<file path="src/rtl/ram8_fifo_ctrl.sv">
// ---------------------------------------------------------------------------
// ram8_fifo_ctrl : 9-entry valid/ready FIFO built from one ram8 plus an output
//                  holding register.
// Revision 1.0
// ---------------------------------------------------------------------------
`default_nettype none

module ram8_fifo_ctrl #(
  parameter int WIDTH  = 16,
  parameter int ADDR_W = 3
) (
  input  logic              clk,
  input  logic              reset_n,
  input  logic [WIDTH-1:0]  in_data,
  input  logic              in_valid,
  output logic              in_ready,
  output logic [WIDTH-1:0]  out_data,
  output logic              out_valid,
  input  logic              out_ready,
  output logic [ADDR_W:0]   count,
  output logic [ADDR_W-1:0] ram_address,
  output logic [WIDTH-1:0]  ram_in,
  output logic              ram_load,
  input  logic [WIDTH-1:0]  ram_out
);

  localparam logic [ADDR_W:0] DEPTH = (ADDR_W+1)'(2**ADDR_W);

  logic [ADDR_W-1:0] wr_ptr;
  logic [ADDR_W-1:0] rd_ptr;
  logic [ADDR_W:0]   ram_cnt;
  logic              take;
  logic              read_sel;
  logic              bypass;
  logic              push;

  assign take     = !out_valid | out_ready;
  assign read_sel = take & (ram_cnt != '0);
  assign bypass   = take & (ram_cnt == '0);
  assign in_ready = bypass | (!read_sel & (ram_cnt < DEPTH));
  assign push     = in_valid & in_ready;

  // The single RAM port serves a read in preference to a write.
  assign ram_address = read_sel ? rd_ptr : wr_ptr;
  assign ram_load    = push & !bypass;
  assign ram_in      = in_data;
  assign count       = ram_cnt + {{ADDR_W{1'b0}}, out_valid};

  always_ff @(posedge clk or negedge reset_n) begin
    if (!reset_n) begin
      wr_ptr    <= '0;
      rd_ptr    <= '0;
      ram_cnt   <= '0;
      out_valid <= 1'b0;
      out_data  <= '0;
    end else begin
      if (read_sel) begin
        out_data  <= ram_out;
        out_valid <= 1'b1;
        rd_ptr    <= rd_ptr + 1'b1;
        ram_cnt   <= ram_cnt - 1'b1;
      end else if (bypass) begin
        if (push) begin
          out_data  <= in_data;
          out_valid <= 1'b1;
        end else begin
          out_valid <= 1'b0;
        end
      end
      // A RAM write never coincides with a read: in_ready is low when read_sel.
      if (push && !bypass) begin
        wr_ptr  <= wr_ptr + 1'b1;
        ram_cnt <= ram_cnt + 1'b1;
      end
    end
  end

endmodule

`default_nettype wire

</file>
<file path="config.mk">
export PLATFORM = sky130hd
export DESIGN_NAME = ram8_fifo_ctrl
export DESIGN_NICKNAME = d
export VERILOG_FILES = /design/src/rtl/ram8_fifo_ctrl.sv
export SDC_FILE = /design/constraint.sdc
export NUM_CORES = 1
export LEC_CHECK = 0
export CAP_MARGIN = 20
export CELL_PAD_IN_SITES_DETAIL_PLACEMENT = 1
export CELL_PAD_IN_SITES_GLOBAL_PLACEMENT = 2
export CORE_MARGIN = 2
export CORE_UTILIZATION = 25
export CTS_BUF_LIST = sky130_fd_sc_hd__clkbuf_4
export CTS_CLUSTER_DIAMETER = 100
export DETAILED_ROUTE_END_ITERATION = 7
export PLACE_DENSITY = 0.86
export SYNTH_ARGS = -nofsm -noshare
export SYNTH_HDL_FRONTEND = slang
export SYNTH_SLANG_ARGS = --single-unit
</file>
<file path="constraint.sdc">
create_clock -name clk -period 2.7 [get_ports clk]
set_input_delay 0.405 -clock clk [delete_from_list [all_inputs] [get_ports clk]]
set_output_delay 0.405 -clock clk [all_outputs]
set_load 0.01 [all_outputs]
</file>
# --- After elaboration in Yosys (flattened, before gate mapping) ---
# Cells that the tools add are included.
totals:
  word_cells: 37
  in_bits: 36
  reg_bits: 27
  out_inout_bits: 42
classes:
  bitwise_logic: 7
  magnitude_cmp: 1
  reduce_logical: 10
  n_addsub: 5
  mux: 9
op_table:
  columns: ["cell", "n"]
  rows:
  - ["$mux 16", 3]
  - ["$mux 4", 2]
  - ["$add 3x1->3 const B", 2]
  - ["$reduce_bool 2->1", 3]
  - ["$and 1x1->1", 5]
  - ["$add 4x1->4", 1]
  - ["$add 4x1->4 const B", 1]
  - ["$logic_not 4->1", 1]
  - ["$lt 4x4->1 const B", 1]
  - ["$reduce_bool 4->1", 1]
  - ["$sub 4x1->4 const B", 1]
  - ["$logic_not 1->1", 3]
  - ["$mux 1", 3]
  - ["$mux 3", 1]
  - ["$or 1x1->1", 2]
  - ["$reduce_and 2->1", 1]
  - ["$logic_and 1x1->1", 1]

# --- Depth between registers and ports, before layout ---
# Gate-level depths: netlist of the first run.
logic_depth:
  ltp_word: 10
  mapped_depth: 8
  ltp_nobuf: 6

# --- Worst setup path before layout of the first run ---
# Ideal clock, no wire load.
synth_timing:
  kind: "reg-to-reg"
  start: "reg ram_cnt[3]"
  end: "reg ram_cnt[3]"
  n_path_buf: 2
  t_required_ns: 2.580
  slack_ns: 0.656
  stages_incl_launch_ff: 9
  arrival_ns: 1.924
  setup_time_ns: 0.120
  period_less_slack_ns: 2.044
  cell_sequence: "dfrtp_1 -> buf_6 -> and4bb_2 -> buf_2 -> inv_1 -> ha_1 -> nand3_1 -> a221o_2 -> o211a_1"
synth_between:
  elab_chain_len: 8
  word_cells_on_any_way: 16
  cone_classes: "add/sub: 2; order compare: 1; mux: 2; bitwise: 5; reduce/logical: 6"
synth_lines:
  columns: ["item", "line", "source"]
  rows:
  - ["from (decl)", "31", "logic [ADDR_W:0] ram_cnt;"]
  - ["from (signal assigned)", "61", "ram_cnt <= ram_cnt - 1'b1;"]
  - ["from (signal assigned)", "73", "ram_cnt <= ram_cnt + 1'b1;"]
  - ["parallel branches: the longest is 8 deep, another holds $lt 4x4->1", null, null]
# Parallel ways; which one is timed is not known. The select of a mux whose other input is x is not followed.
# A chain may end at the register's enable or synchronous reset.

# --- Final worst setup path of the first run ---
layout_timing:
  start: "reg ram_cnt[3]"
  end: "out ram_address[2]"
layout_between:
  elab_chain_len: 3
layout_lines:
  columns: ["item", "line", "source"]
  rows:
  - ["$reduce_bool 4->1", "38", "assign read_sel = take & (ram_cnt != '0);"]
  - ["$and 1x1->1", "38", null]
  - ["$mux 3", "44", "assign ram_address = read_sel ? rd_ptr : wr_ptr;"]
  - ["to (decl)", "21", "output logic [ADDR_W-1:0] ram_address,"]
# Every way passes these cells.

==> out/metrics.csv, run 1 <==
stage;metric;value;unit
synth;synth_edf_count;0;
cells_and_area;final_cell_mix;clkdlybuf4s50_1, dfrtp_1, mux2i_1, o2bb2ai_1;
clock_network;cts_setup_buffers;0;
grt;gr-total-overflow;0;
power;p_leak;0.925;nW
cells_and_area;final_common_cell;clkdlybuf4s50_1;
cells_and_area;multiInputGateArea;821;sq um
worst_hold_path;hp-class;in -> async;
drt;viasPerCell;4.57;
floorplanning;coreArea;6420;sq um
timing;fmax;386;MHz
timing;relSlewSlack;66.4;%
timing;worst-slew-pin-transition;502;ps
synth;syn_inst;142;
floorplanning;num_io_pins;78;
synth;ys_ff_latch;27;
synth;seq_area_frac_synth;40.3;%
run_status;violations;design-rule violations;
synth;synth_cell_types;33;
worst_setup_path;worstSetupStartpointType;flip-flop;
worst_setup_path;cp_max_fo;8;
clock_network;numCtsBuffers;3;
worst_setup_path;cp_slowest_cell;clkdlybuf4s50_1;
timing;skew;10.6;ps
cells_and_area;layout.nets;248;
clock_network;h-tree-depth;1;
grt;top_usage_layer;met2;
clock_network;cts_resized;0;
drt;first_pass_iters;6;
run;maxCapViolCount;0;
cells_and_area;seq_area;677;sq um
worst_setup_path;max_stage_delay;530;ps
synth;synth_flop_cell;dfrtp_1;
drt;num_vias;1285;
drt;routedWlPerCell;15.1;um
cells_and_area;layout-drive-gt1-share;16.2;%
floorplanning;die_x;85.9;um
timing;rsz0062_at_grt;no;
synth;syn_area;1680;sq um
synth;yosysWarningCount;0;
synth;async_flop_share;100;%
drt;final_antenna_net_count;0;
worst_setup_path;required;2300;ps
grt;grt_pass1_wl;7040;um
grt;grt_use_met1;14.3;%
timing;period_share;95.9;%
worst_setup_path;cp.arrival;2180;ps
run_status;status;finished with violations;
drt;drc;5;
floorplanning;die_y;85.9;um
synth;syn_nets;185;
cells_and_area;areaGrowthSynthToFinish;45.7;%
grt;grt_use_met3;2.98;%
timing;holdWs;421;ps
worst_setup_path;end_kind;primary output;
worst_setup_path;path_class;reg -> out;
clock_network;clock_latency;320;ps
placed_design;gp_congestion;0.778;
power;p_per_area;709;nW/um^2
worst_setup_path;r2r_start;ram_cnt[3];
timing;slew_viol_final;0;
placed_design;io_buffers;77;
clock_network;cts_max_path_buffers;2;
timing;fin_crit;2590;ps
clock_network;clkTransAtPathRegs;150;ps
grt;antenna_found_initial;0;
timing;finalHoldViolCount;0;
worst_setup_path;cp_top_family;buffers and inverters;
grt;grt_pass1_vias;1398;
grt;grt_max_degree;28;
timing;setup_violations;0;
grt;met2_usage;22.4;%
floorplanning;floorplan.initialDensity;26.1;%
clock_network;clockRootBuffer;clkbuf_4;
placed_design;dp_hpwl;3170;um
worst_setup_path;worstSetupStartpoint;ram_cnt[3];
worst_setup_path;crit_chain;nor4_4 -> nor2_1 -> buf_4 -> mux2_2 -> clkdlybuf4s50_1;
grt;track_usage;12.1;%
cells_and_area;num_antenna_cells;0;
clock_network;cts_tree;yes;
synth;avgSynthCellArea;11.8;sq um
drt;wl;4240;um
cells_and_area;n_fill_cell;707;
clock_network;clock_sinks;27;
power;peakVddDrop;0.340;mV
timing;setup_tns;0;ps
floorplanning;fp-row-count;29;
clock_network;ctsHoldBuffers;0;
drt;drt_iter0_drc;27;
worst_setup_path;cp_num_buf_inv;2;
floorplanning;die_area;7380;sq um
[synthesized netlist by cell type, types with 2 or more instances]
cell type,number,area [sq um]
xor2_1,4,35.0
xnor2_1,4,35.0
nand3_1,3,15.0
and2_1,8,50.1
mux2i_1,16,160
clkbuf_1,2,7.51
mux2_2,7,78.8
buf_4,17,128
dfrtp_1,27,676
and2_2,8,60.1
o2bb2ai_1,16,140
ha_1,6,75.1
buf_2,2,10.0
buf_6,3,33.8
[registers in the layout, indices dropped and copies added (netlist names)]
register,count
out_valid,1
rd_ptr,3
wr_ptr,3
out_data,16
ram_cnt,4
[per-stage QoR]
step	utilization (%)	cell area, sq um	worst slack, ps	power [mW]	instances
2_1_floorplan	-	1680	656	1.14	142
3_3_place_gp	37.4	2400	289	1.54	277
3_5_place_dp	37.4	2400	264	1.56	277
4_1_cts	37.9	2430	16.7	1.77	281
5_1_grt	38.0	2440	2.51	1.89	281
6_report	38.0	2440	112	1.73	281
[layout make-up]
| cell class | instances | share of cell area (%) |
|---|---|---|
| multi-input cells | 89 | 33.6 |
| clock buffers | 4 | 1.23 |
| repair buffers | 83 | 33.4 |
| flip-flops and latches | 27 | 27.7 |
| well taps | 77 | 3.94 |
| inverters | 1 | 0.154 |
[where the power goes]
group | total (mW) | internal [mW] | switching, mW
clock | 0.186 | 0.0678 | 0.119
sequential | 0.664 | 0.526 | 0.138
combinational | 0.881 | 0.531 | 0.350
total | 1.73 | 1.12 | 0.607
[kinds of logic (layout without fill, tap and decap cells)]
| family | count (synthesis) | after routing | synth area share [%] |
|---|---|---|---|
| xor gates and xnor gates | 8 | 8 | 4.18 |
| adders and majority gates | 7 | 7 | 5.67 |
| and+or+nand+nor | 28 | 28 | 11.3 |
| AOI/OAI and AO/OA | 23 | 23 | 12.6 |
| buffers and inverters | 26 | 88 | 11.6 |
| DFF | 27 | 27 | 40.3 |
| muxes | 23 | 23 | 14.3 |
[final timing paths]
check,endpoint,slack (ps),depth (start not counted)
min reg2reg,rd_ptr[2],490,1
min in group clk,rd_ptr[2],490,1
max in group asynchronous,ram_cnt[0],1990,2
max reg2reg,ram_cnt[3],700,6
min,wr_ptr[0],420,2
max,ram_address[2],110,5
[per-layer routing]
layer	routed length [um]	vias to the layer above
li1	-	610
met1	1770	636
met2	2230	37
met3	216	2
met4	18	0
met5	0	-
Note: power is estimated with default switching activity, not from simulation.
==> inputs of run 2 (changes only) <==
- CAP_MARGIN: 20 -> default
- PLACE_DENSITY: 0.86 -> default
- PLACE_DENSITY_LB_ADDON: default -> 0.1
==> run 2 against run 1 <==
Compared with the run above:
- the flow still finishes with violations (design-rule violations)
- non-clock buffer count unchanged
- global-route usage up 0.49 points
- core utilization shrank 0.16 points
- fmax increased by 0.56%
- cell count did not move
- critical path type unchanged
==> out/metrics.csv, run 2 (same netlist as run 1, synthesis figures left out) <==
stage;metric;value;unit
grt;antenna_found_initial;0;
floorplanning;num_io_pins;78;
timing;setup_violations;0;
timing;finalHoldViolCount;0;
timing;worst-slew-pin-transition;523;ps
clock_network;cts_max_path_buffers;2;
floorplanning;coreArea;6420;sq um
worst_setup_path;max_stage_delay;520;ps
power;p_leak;0.924;nW
clock_network;clock_sinks;27;
timing;setup_tns;0;ps
placed_design;dp_hpwl;3300;um
floorplanning;die_x;85.9;um
cells_and_area;reg.largest.list;out_data (16), ram_cnt (4);
worst_setup_path;path_class;reg -> out;
floorplanning;die_y;85.9;um
worst_setup_path;worstSetupStartpointType;flip-flop;
drt;first_pass_iters;7;
drt;wl;4480;um
drt;viasPerCell;4.67;
cells_and_area;layout-drive-gt1-share;15.7;%
clock_network;clkTransAtPathRegs;150;ps
worst_setup_path;crit_chain;nor4_2 -> nor2_1 -> buf_4 -> mux2_2 -> clkdlybuf4s50_1;
floorplanning;floorplan.initialDensity;26.1;%
worst_setup_path;cp_num_buf_inv;2;
grt;gr-total-overflow;0;
cells_and_area;final_common_cell;clkdlybuf4s50_1;
clock_network;numCtsBuffers;3;
drt;num_vias;1312;
power;peakVddDrop;0.377;mV
cells_and_area;regMostFlops;out_data;
timing;fin_crit;2570;ps
cells_and_area;final_cell_mix;clkdlybuf4s50_1, dfrtp_1, mux2i_1, o2bb2ai_1;
worst_setup_path;required;2300;ps
grt;grt_use_met3;2.21;%
drt;routedWlPerCell;15.9;um
grt;grt_pass1_vias;1392;
clock_network;cts_tree;yes;
cells_and_area;largest_reg_flops;16;
worst_setup_path;end_kind;primary output;
grt;grt_max_degree;28;
timing;relSlewSlack;65.0;%
worst_setup_path;cp.arrival;2170;ps
worst_setup_path;cp_top_family;buffers and inverters;
grt;track_usage;12.6;%
grt;met2_usage;20.6;%
run_status;status;finished with violations;
clock_network;clockRootBuffer;clkbuf_4;
clock_network;cts_resized;0;
placed_design;gp_congestion;0.761;
timing;rsz0062_at_grt;no;
drt;drt_iter0_drc;47;
grt;grt_pass1_wl;7360;um
cells_and_area;num_antenna_cells;0;
power;p_per_area;710;nW/um^2
worst_setup_path;cp_slowest_cell;clkdlybuf4s50_1;
clock_network;clock_latency;320;ps
timing;slew_viol_final;0;
worst_setup_path;cp_max_fo;6;
timing;skew;3.67;ps
run_status;violations;design-rule violations;
floorplanning;fp-row-count;29;
timing;period_share;95.3;%
clock_network;h-tree-depth;1;
timing;holdWs;434;ps
drt;final_antenna_net_count;0;
cells_and_area;layout.nets;248;
grt;top_usage_layer;met2;
placed_design;io_buffers;77;
cells_and_area;areaGrowthSynthToFinish;45.1;%
clock_network;ctsHoldBuffers;0;
run;maxCapViolCount;0;
grt;grt_use_met1;17.1;%
worst_hold_path;hp-class;in -> async;
floorplanning;die_area;7380;sq um
timing;fmax;389;MHz
drt;drc;8;
clock_network;cts_setup_buffers;0;
## run 2: power breakdown
part	leakage, nW	internal (mW)	switching [mW]
clock network	0.0184	0.0678	0.120
registers	0.320	0.524	0.133
logic	0.585	0.530	0.354
total	0.924	1.12	0.606
## run 2: per-stage QoR
step / util, % / std cells / setup slack [ps] / cell area [sq um] / total power, mW
final: 37.9 / 281 / 126 / 2430 / 1.73
after floorplan: - / 142 / 656 / 1680 / 1.14
after CTS: 37.9 / 281 / 81.0 / 2430 / 1.76
after global routing: 37.9 / 281 / 5.11 / 2430 / 1.87
after global placement: 37.4 / 277 / 288 / 2400 / 1.55
after detailed placement: 37.4 / 277 / 288 / 2400 / 1.56
## run 2: area by class of cell
cell class                      count  area [sq um]
Fill cell                         700          3990
Timing Repair Buffer               83           816
Multi-Input combinational cell     89           812
Sequential cell                    27           676
Tap cell                           77          96.3
Clock buffer                        4          30.0
Inverter                            1          3.75
## run 2: metal layers
layer  vias up  wire (um)
li1        612          -
met1       654       2050
met2        44       2160
met3         2        237
met4         0         29
met5         -          0
## run 2: path summary, 6_finish.rpt
check / start / to / slack (ps) / cells past startpoint
worst min-delay path: reset_n / wr_ptr[2] / 430 / 2
worst max-delay path: ram_cnt[0] / ram_address[1] / 130 / 5
min in group clk: wr_ptr[2] / wr_ptr[2] / 490 / 1
worst min register to register: wr_ptr[2] / wr_ptr[2] / 490 / 1
max in group asynchronous: reset_n / ram_cnt[3] / 2000 / 2
worst max register to register: ram_cnt[3] / ram_cnt[3] / 680 / 6
==> inputs of run 3 (changes only) <==
- PLACE_DENSITY: default -> 0.85
- PLACE_DENSITY_LB_ADDON: 0.1 -> default
==> run 3 against run 2 <==
Compared with the run above:
- the flow still finishes with violations (design-rule violations)
- flip-flop and latch count stayed put
- cell count stayed put
- critical endpoint is now in_ready
- largest cell class is now multi-input combinational cells
- sequential power is 1% higher
- via count is 0.61% lower
- critical path depth is 2 lower
==> out/metrics.csv, run 3 (same netlist as run 1, synthesis figures left out) <==
stage;metric;value;unit
floorplanning;die_y;85.9;um
timing;rsz0062_at_grt;no;
clock_network;numCtsBuffers;3;
worst_setup_path;max_stage_delay;640;ps
clock_network;cts_resized;0;
drt;num_vias;1304;
worst_setup_path;cp_num_buf_inv;1;
drt;wl_met2;2230;um
cells_and_area;largest_reg_flops;16;
grt;gr-total-overflow;0;
grt;grt_pass1_vias;1440;
cells_and_area;final_common_cell;clkdlybuf4s50_1;
cells_and_area;regMostFlops;out_data;
timing;fmax;389;MHz
timing;period_share;95.1;%
placed_design;dp_cells;277;
worst_setup_path;end_kind;primary output;
placed_design;gp_congestion;0.810;
timing;skew;8.96;ps
cells_and_area;layout-drive-gt1-share;16.2;%
worst_setup_path;required;2300;ps
floorplanning;die_area;7380;sq um
worst_setup_path;cp_max_fo;6;
drt;routedWlPerCell;15.5;um
clock_network;cts_setup_buffers;0;
cells_and_area;final_cell_mix;clkdlybuf4s50_1, dfrtp_1, mux2i_1, o2bb2ai_1;
drt;highest_layer;met4;
clock_network;ctsHoldBuffers;0;
drt;drt_iter0_drc;29;
floorplanning;die_x;85.9;um
worst_setup_path;cp.arrival;2160;ps
drt;drc;6;
run;maxCapViolCount;0;
drt;final_antenna_net_count;0;
clock_network;clockRootBuffer;clkbuf_4;
drt;m1WireLength;1880;um
clock_network;clock_sinks;27;
cells_and_area;reg.largest.list;out_data (16), ram_cnt (4);
placed_design;io_buffers;77;
timing;layout_setup_ws;132;ps
grt;antenna_found_initial;0;
clock_network;cts_max_path_buffers;2;
run_status;status;finished with violations;
cells_and_area;layout.nets;248;
clock_network;cts_tree;yes;
placed_design;pre_cts_ws;257;ps
power;peakVddDrop;0.418;mV
drt;wl_met3;233;um
worst_setup_path;path_class;reg -> out;
drt;viasPerCell;4.64;
worst_setup_path;crit_chain;or4_4 -> o21ai_0 -> clkdlybuf4s50_1;
clock_network;h-tree-depth;1;
floorplanning;coreArea;6420;sq um
timing;relSlewSlack;66.6;%
power;p_per_area;714;nW/um^2
power;p_leak;0.928;nW
drt;wl;4360;um
floorplanning;num_io_pins;78;
worst_setup_path;cp_slowest_cell;or4_4;
grt;grt_pass1_wl;7160;um
floorplanning;fp-row-count;29;
worst_setup_path;cp_top_family;simple AND/OR/NAND/NOR gates;
worst_setup_path;worstSetupStartpointType;flip-flop;
timing;finalHoldViolCount;0;
timing;setup_violations;0;
clock_network;clkTransAtPathRegs;160;ps
worst_hold_path;hp-class;in -> async;
placed_design;dp_hpwl;3120;um
grt;track_usage;12.0;%
cells_and_area;finalNonFillerCells;281;
timing;setup_tns;0;ps
clock_network;clock_latency;330;ps
grt;grt_max_degree;28;
timing;slew_viol_final;0;
floorplanning;floorplan.initialDensity;26.1;%
drt;first_pass_iters;6;
timing;fin_crit;2570;ps
cells_and_area;num_antenna_cells;0;
timing;worst-slew-pin-transition;500;ps
cells_and_area;areaGrowthSynthToFinish;45.8;%
run_status;violations;design-rule violations;
-- run 3: layout make-up --
cell class	count	area, sq um
fillers	691	3980
inverters	1	3.75
flip-flops and latches	27	676
clock buffers	4	30.0
repair buffers	83	816
multi-input cells	89	823
well taps	77	96.3
-- run 3: metal layers --
layer	global-route usage (%)	vias to the layer above
li1	-	617
met1	14.4	648
met2	22.3	37
met3	3.18	2
met4	0.866	0
met5	0	-
-- run 3: metrics by stage --
stage	cell area, sq um	util (%)	hold WS (ps)	power (mW)
after floorplan	1680	-	109	1.14
after global placement	2410	37.5	472	1.55
after detailed placement	2410	37.5	473	1.56
after CTS	2440	37.9	430	1.77
after global routing	2440	38.1	464	1.88
final	2440	38.1	425	1.74
-- run 3: path summary, 6_finish.rpt --
path                               from           end  slack (ps)  cells after the start
max reg2reg                  ram_cnt[3]    ram_cnt[3]         660                      6
min in group clk           out_data[10]  out_data[10]         500                      1
min reg2reg                out_data[10]  out_data[10]         500                      1
min                             reset_n     wr_ptr[0]         420                      2
max in group asynchronous       reset_n  out_data[12]        2010                      2
max                          ram_cnt[0]      in_ready         130                      3
-- run 3: power by group --
group          internal [mW]  total, mW  switching, mW
clock                 0.0678      0.192          0.124
combinational          0.534      0.888          0.355
sequential             0.524      0.665          0.141
